### src/rtl/cu_pkg.sv
// Shared constants for the control unit: opcodes, ALU codes, FSM states, instruction classes.
// Latency: n/a (constants and pure functions only).
// Backpressure: none; optional MUL/DIV decode controlled by CU_MULDIV_EN.
package cu_pkg;

  // Instruction opcodes, IR[31:27]
  localparam logic [4:0] OP_LD   = 5'b00000;
  localparam logic [4:0] OP_ST   = 5'b00010;
  localparam logic [4:0] OP_ADD  = 5'b00011;
  localparam logic [4:0] OP_SUB  = 5'b00100;
  localparam logic [4:0] OP_AND  = 5'b00101;
  localparam logic [4:0] OP_OR   = 5'b00110;
  localparam logic [4:0] OP_MUL  = 5'b01111;
  localparam logic [4:0] OP_DIV  = 5'b10000;
  localparam logic [4:0] OP_NOP  = 5'b11010;
  localparam logic [4:0] OP_HALT = 5'b11011;

  // ALU operation codes driven on 'operation'
  localparam logic [3:0] ALU_ADD = 4'b0000;
  localparam logic [3:0] ALU_SUB = 4'b0001;
  localparam logic [3:0] ALU_AND = 4'b0010;
  localparam logic [3:0] ALU_OR  = 4'b0011;
  localparam logic [3:0] ALU_MUL = 4'b0100;
  localparam logic [3:0] ALU_DIV = 4'b0101;

  // FSM states
  localparam logic [3:0] S_RST  = 4'd0;
  localparam logic [3:0] S_T0   = 4'd1;
  localparam logic [3:0] S_T1   = 4'd2;
  localparam logic [3:0] S_T2   = 4'd3;
  localparam logic [3:0] S_T3   = 4'd4;
  localparam logic [3:0] S_T4   = 4'd5;
  localparam logic [3:0] S_T5   = 4'd6;
  localparam logic [3:0] S_T6   = 4'd7;
  localparam logic [3:0] S_T7   = 4'd8;
  localparam logic [3:0] S_HALT = 4'd9;

  // Execution classes; everything unrecognised is fetch-only
  localparam logic [2:0] CLS_NOP  = 3'd0;
  localparam logic [2:0] CLS_ALU  = 3'd1;
  localparam logic [2:0] CLS_LD   = 3'd2;
  localparam logic [2:0] CLS_ST   = 3'd3;
  localparam logic [2:0] CLS_MD   = 3'd4;
  localparam logic [2:0] CLS_HALT = 3'd5;

  function automatic logic [2:0] decode_class(input logic [4:0] opc);
    logic [2:0] cls;
    case (opc)
      OP_ADD, OP_SUB, OP_AND, OP_OR: cls = CLS_ALU;
      OP_LD:                         cls = CLS_LD;
      OP_ST:                         cls = CLS_ST;
      OP_HALT:                       cls = CLS_HALT;
`ifdef CU_MULDIV_EN
      OP_MUL, OP_DIV:                cls = CLS_MD;
`endif
      default:                       cls = CLS_NOP;
    endcase
    return cls;
  endfunction

  function automatic logic [3:0] alu_code(input logic [4:0] opc);
    logic [3:0] code;
    case (opc)
      OP_SUB:  code = ALU_SUB;
      OP_AND:  code = ALU_AND;
      OP_OR:   code = ALU_OR;
      OP_MUL:  code = ALU_MUL;
      OP_DIV:  code = ALU_DIV;
      default: code = ALU_ADD;
    endcase
    return code;
  endfunction

endpackage

### src/rtl/control_unit_reg_select.sv
// Register select: turns a 4-bit register index plus enable into a 16-bit one-hot strobe.
// Latency: combinational.
// Backpressure: none.
module reg_select (
  input  logic [3:0]  idx,
  input  logic        en,
  output logic [15:0] onehot
);

  // Single bit set at the selected register when enabled, otherwise all zero
  always_comb begin
    onehot = '0;
    if (en) onehot[idx] = 1'b1;
  end

endmodule

### src/rtl/control_unit.sv
// Hardwired control unit: fetch T0..T2, decode in T3, execute up to T7; HALT absorbing until clear.
// Latency: one state per Clock; outputs decoded combinationally from current state (and IR in T3..T7).
// Backpressure: none; clear is a synchronous override. MUL/DIV sequencing enabled by CU_MULDIV_EN.
module control_unit
  import cu_pkg::*;
(
  input  logic        Clock,
  input  logic        clear,
  input  logic [31:0] IR,
  output logic        PCout,
  output logic        Zlowout,
  output logic        Zhighout,
  output logic        HIout,
  output logic        LOout,
  output logic        MDRout,
  output logic        Cout,
  output logic        MARin,
  output logic        PCin,
  output logic        MDRin,
  output logic        IRin,
  output logic        Yin,
  output logic        Zin_low,
  output logic        Zin_high,
  output logic        HIin,
  output logic        LOin,
  output logic        IncPC,
  output logic        Read,
  output logic        Write,
  output logic [15:0] Rin,
  output logic [15:0] Rout,
  output logic [3:0]  operation,
  output logic        Run
);

  logic [3:0] state_q, state_d;
  logic [2:0] cls_q, cls_d;
  logic [3:0] alu_q, alu_d;

  logic [4:0] opc;
  logic [3:0] ra, rb, rc;
  logic [2:0] dec_cls;
  logic       unused_ir_low;

  logic [3:0] rin_idx, rout_idx;
  logic       rin_en, rout_en;

  assign opc           = IR[31:27];
  assign ra            = IR[26:23];
  assign rb            = IR[22:19];
  assign rc            = IR[18:15];
  assign unused_ir_low = ^IR[14:0];
  assign dec_cls       = decode_class(opc);

  // Next state; class and ALU code are captured at decode so later steps ignore opcode changes
  always_comb begin
    state_d = state_q;
    cls_d   = cls_q;
    alu_d   = alu_q;
    case (state_q)
      S_RST: state_d = S_T0;
      S_T0:  state_d = S_T1;
      S_T1:  state_d = S_T2;
      S_T2:  state_d = S_T3;
      S_T3: begin
        cls_d = dec_cls;
        alu_d = alu_code(opc);
        case (dec_cls)
          CLS_HALT: state_d = S_HALT;
          CLS_NOP:  state_d = S_T0;
          default:  state_d = S_T4;
        endcase
      end
      S_T4:  state_d = S_T5;
      S_T5:  state_d = (cls_q == CLS_ALU) ? S_T0 : S_T6;
      S_T6:  state_d = (cls_q == CLS_LD || cls_q == CLS_ST) ? S_T7 : S_T0;
      S_T7:  state_d = S_T0;
      S_HALT: state_d = S_HALT;
      default: state_d = S_RST;
    endcase
  end

  // State registers with synchronous clear
  always_ff @(posedge Clock) begin
    if (clear) begin
      state_q <= S_RST;
      cls_q   <= CLS_NOP;
      alu_q   <= ALU_ADD;
    end else begin
      state_q <= state_d;
      cls_q   <= cls_d;
      alu_q   <= alu_d;
    end
  end

  // Control strobes per state; only one bus source (incl. Rout) is ever active
  always_comb begin
    PCout     = 1'b0;
    Zlowout   = 1'b0;
    Zhighout  = 1'b0;
    HIout     = 1'b0;
    LOout     = 1'b0;
    MDRout    = 1'b0;
    Cout      = 1'b0;
    MARin     = 1'b0;
    PCin      = 1'b0;
    MDRin     = 1'b0;
    IRin      = 1'b0;
    Yin       = 1'b0;
    Zin_low   = 1'b0;
    Zin_high  = 1'b0;
    HIin      = 1'b0;
    LOin      = 1'b0;
    IncPC     = 1'b0;
    Read      = 1'b0;
    Write     = 1'b0;
    operation = ALU_ADD;
    Run       = (state_q != S_HALT);
    rin_en    = 1'b0;
    rin_idx   = ra;
    rout_en   = 1'b0;
    rout_idx  = rb;
    case (state_q)
      S_T0: begin
        PCout   = 1'b1;
        MARin   = 1'b1;
        IncPC   = 1'b1;
        Zin_low = 1'b1;
      end
      S_T1: begin
        Zlowout = 1'b1;
        PCin    = 1'b1;
        Read    = 1'b1;
        MDRin   = 1'b1;
      end
      S_T2: begin
        MDRout = 1'b1;
        IRin   = 1'b1;
      end
      S_T3: begin
        case (dec_cls)
          CLS_ALU, CLS_LD, CLS_ST: begin
            rout_en  = 1'b1;
            rout_idx = rb;
            Yin      = 1'b1;
          end
`ifdef CU_MULDIV_EN
          CLS_MD: begin
            rout_en  = 1'b1;
            rout_idx = ra;
            Yin      = 1'b1;
          end
`endif
          default: ;
        endcase
      end
      S_T4: begin
        case (cls_q)
          CLS_ALU: begin
            rout_en   = 1'b1;
            rout_idx  = rc;
            operation = alu_q;
            Zin_low   = 1'b1;
          end
          CLS_LD, CLS_ST: begin
            Cout    = 1'b1;
            Zin_low = 1'b1;
          end
`ifdef CU_MULDIV_EN
          CLS_MD: begin
            rout_en   = 1'b1;
            rout_idx  = rb;
            operation = alu_q;
            Zin_low   = 1'b1;
            Zin_high  = 1'b1;
          end
`endif
          default: ;
        endcase
      end
      S_T5: begin
        case (cls_q)
          CLS_ALU: begin
            Zlowout = 1'b1;
            rin_en  = 1'b1;
            rin_idx = ra;
          end
          CLS_LD, CLS_ST: begin
            Zlowout = 1'b1;
            MARin   = 1'b1;
          end
`ifdef CU_MULDIV_EN
          CLS_MD: begin
            Zlowout = 1'b1;
            LOin    = 1'b1;
          end
`endif
          default: ;
        endcase
      end
      S_T6: begin
        case (cls_q)
          CLS_LD: begin
            Read  = 1'b1;
            MDRin = 1'b1;
          end
          CLS_ST: begin
            rout_en  = 1'b1;
            rout_idx = ra;
            MDRin    = 1'b1;
          end
`ifdef CU_MULDIV_EN
          CLS_MD: begin
            Zhighout = 1'b1;
            HIin     = 1'b1;
          end
`endif
          default: ;
        endcase
      end
      S_T7: begin
        case (cls_q)
          CLS_LD: begin
            MDRout  = 1'b1;
            rin_en  = 1'b1;
            rin_idx = ra;
          end
          CLS_ST: Write = 1'b1;
          default: ;
        endcase
      end
      default: ;
    endcase
  end

  reg_select u_rin_sel (
    .idx    (rin_idx),
    .en     (rin_en),
    .onehot (Rin)
  );

  reg_select u_rout_sel (
    .idx    (rout_idx),
    .en     (rout_en),
    .onehot (Rout)
  );

endmodule

### config.mk
export PLATFORM = sky130hd
export DESIGN_NAME = control_unit
export DESIGN_NICKNAME = d
export VERILOG_FILES = /design/src/rtl/cu_pkg.sv /design/src/rtl/control_unit_reg_select.sv /design/src/rtl/control_unit.sv
export SDC_FILE = /design/constraint.sdc
export NUM_CORES = 1
export LEC_CHECK = 0
export ABC_AREA = 1
export ABC_CLOCK_PERIOD_IN_PS = 1900
export BUFFER_PORTS_ARGS = -buffer_cell sky130_fd_sc_hd__buf_4
export CELL_PAD_IN_SITES_DETAIL_PLACEMENT = 0
export CELL_PAD_IN_SITES_GLOBAL_PLACEMENT = 1
export CORE_AREA = 10 10 80 82
export CTS_BUF_LIST = sky130_fd_sc_hd__clkbuf_8
export CTS_CLUSTER_DIAMETER = 200
export CTS_CLUSTER_SIZE = 30
export DETAILED_ROUTE_END_ITERATION = 10
export DIE_AREA = 0 0 90 92
export HOLD_SLACK_MARGIN = 0.03
export PLACE_DENSITY_LB_ADDON = 0.05
export SKIP_LAST_GASP = 1
export SLEW_MARGIN = 5
export SYNTH_ARGS = -nofsm -noshare
export SYNTH_HDL_FRONTEND = slang
export SYNTH_HIERARCHICAL = 1
export SYNTH_SLANG_ARGS = --single-unit
### constraint.sdc
create_clock -name Clock -period 1.9 [get_ports Clock]
set_input_delay 0.095 -clock Clock [delete_from_list [all_inputs] [get_ports Clock]]
set_output_delay 0.095 -clock Clock [all_outputs]
set_load 0.02 [all_outputs]
==> results.toml <==
[timing]
fin_crit_ns = 1.81
final.setup.tns_ns = 0
rsz0062_at_grt = "true"
hold_viol = 0
max_clock_freq_mhz = 552
maxSlewViolCount = 0
hold_ws_ns = 0.0650
fin_crit_sh_pct = 95.3
setup_viol = 0
skew_ns = 0.00218
fin_ws_ns = 0.0899

[synth]
avgSynthCellArea_um2 = 5.36
yosys_warnings = 6
ys_types = 27
ys_seq_elements = 10
ys_seq_area_share_pct = 17.1
syn-instance-count = 218
async_flop_share_pct = 0
synth_ff_type = "dfxtp_1"
synth_area_mm2 = 0.00117
synth_edf_count = 0

[cts]
clock_latency_ns = 0.23
clkSlewWorstSetupHoldPaths_ns = 0.04
cts_sinks = 10
cts_made_buffers = 3
cts_tree = "built"
cts_htree_levels = 1
hold_buffers = 0
cts.path.max_buffers = 2
cts_root_buf = "clkbuf_8"

[worst_setup_path]
critPathLaunchType = "flop"
cp_cell_sequence = "inv_2 > nand2_2 > inv_2 > nand2_4 > buf_4 > nand3_2 > nand3_2 > inv_2 > nand3_4 > nor2_2 > buf_4"
cpMaxStageDelayCell = "dfxtp_4"
cp_top_family = "buffers and inverters"
worstPathRequired_ns = 1.80
worstPathArrival_ns = 1.72
worst-path-buf-inv = 5
critPathMaxStageDelay_ns = 0.36
crit_type = "flop to output port"
crit_fanout = 6
cp-end-kind = "output port"
crit_top_cell = "inv_2"

[drt]
drt-wirelength-per-cell_um = 12.7
drt-initial-drc-count = 47
vias_per_cell = 4.28
drc_errors = 0
routed_wl_um = 4740
dr_total_vias = 1593
postRouteAntennaNets = 0
first_pass_iters = 4

[floorplan]
rows = 26
start_util_pct = 23.8
fp.coreArea_mm2 = 0.00491
die_x_um = 90
dieHeight_um = 92
design.die.area_mm2 = 0.00828
io_pins = 90

[global_routing]
grt_overflow = 0
grt_max_degree = 11
antenna_found_initial = 0
grt_util_all_layers_pct = 11.0
grt_first_pass_wirelength_um = 7780
grt_pass1_vias = 1543

[final_layout]
layout_commonest_cell = "buf_4"
mostFrequentLayoutCells = "81 x buf_4, 46 x nor2_1, 43 x nand2_1"
layout-drive-gt1-share_pct = 48.3
area_growth_pct = 77.9
final_net_count = 338
antenna_cells = 0

[power_and_ir_drop]
ir_worst_vdd_mv = 0.246
p_leak_nw = 1.03
powerDensity_mw_per_mm2 = 330

[hold_path]
hold_class = "input pin to flop"

[placement]
port_buffers = 67
gp_congestion = 0.835
hpwl_um = 4050
pre_cts_ws_ns = 0.179

[run]
cap_violations = 0

[outcome]
status = "complete, no violations"
-- logic make-up (layout without fill, tap and decap cells) --
group                  Yosys count  after routing  synth area share (%)
AO/OA/AOI/OAI                   19             19                  9.74
AND/OR/NAND/NOR                149            149                  57.5
buffers and inverters           39            117                  15.3
other                            1              7                 0.321
flip-flops                      10             10                  17.1
-- worst paths after layout --
kind	start	endpoint	slack, ns	depth (start not counted)
max	state_q[1]$_SDFF_PP0_	Rout[2]	0.09	11
min	clear	state_q[1]$_SDFF_PP0_	0.06	2
max reg2reg	state_q[0]$_SDFF_PP0_	state_q[2]$_SDFF_PP0_	0.58	7
min reg2reg	alu_q[0]$_SDFFE_PP0P_	alu_q[0]$_SDFFE_PP0P_	0.52	2
-- report_power, final --
part	switching (W)	internal, W
combinational	0.000150	0.0000911
clock	0.0000782	0.000138
sequential	0.00000967	0.000218
total	0.000238	0.000447
-- per-layer routing --
layer,global-route usage (%),vias up,routed length (µm)
met1,14.2,689,2320
met2,18.2,51,2200
met3,1.79,4,177
met4,3.18,0,38
met5,0,-,0
li1,-,849,-
-- through the flow --
stage          area [µm²]  util [%]  instances  power, W
3_5_place_dp         1790      36.4        362  0.000446
4_1_cts              1860      37.9        365  0.000671
6_report             2080      42.3        372  0.000686
5_1_grt              2080      42.3        372  0.000731
3_3_place_gp         1790      36.4        362  0.000448
2_1_floorplan        1190         -        224  0.000366
-- cells in the mapped netlist, types with 2 or more instances --
library cell	n	area (µm²)
a21oi_1	4	20.0
a31oi_1	4	25.0
buf_4	8	60.1
dfxtp_1	10	200
inv_1	25	93.8
inv_2	5	18.8
nand2_1	53	199
nand2_2	3	18.8
nand2_4	2	22.5
nand3_1	20	100
nand3_2	2	20.0
nand4_1	4	25.0
nor2_1	56	210
nor2_4	2	22.5
nor3_1	3	15.0
o21ai_1	6	30.0
-- sequential cells by signal, summed over array words and instances, names as in the netlist --
signal,count
state_q,4
alu_q,3
cls_q,3
-- timing repair --
action / in CTS / in global routing
gates cloned: 0 / 0
buffers inserted: 0 / 7
resized for setup: 11 / 51
endpoints found under the setup margin: 16 / 32
pin swaps: 1 / 11
-- worst reg2reg max path: stages, from the launching register on --
cell and delay, ns:
dfxtp_2 0.33, buf_4 0.15, inv_2 0.12, nand3_2 0.12, nor2_4 0.11, nand2_1 0.13, buf_4 0.18, a21oi_1 0.12
-- final cells by class --
class                           instances  area (µm²)
Sequential cell                        10         210
Clock buffer                            3        41.3
Tap cell                               70        87.6
Multi-Input combinational cell        175         978
Fill cell                             559        2830
Timing Repair Buffer                   83         631
Inverter                               31         131
(Power assumes the default switching activity.)
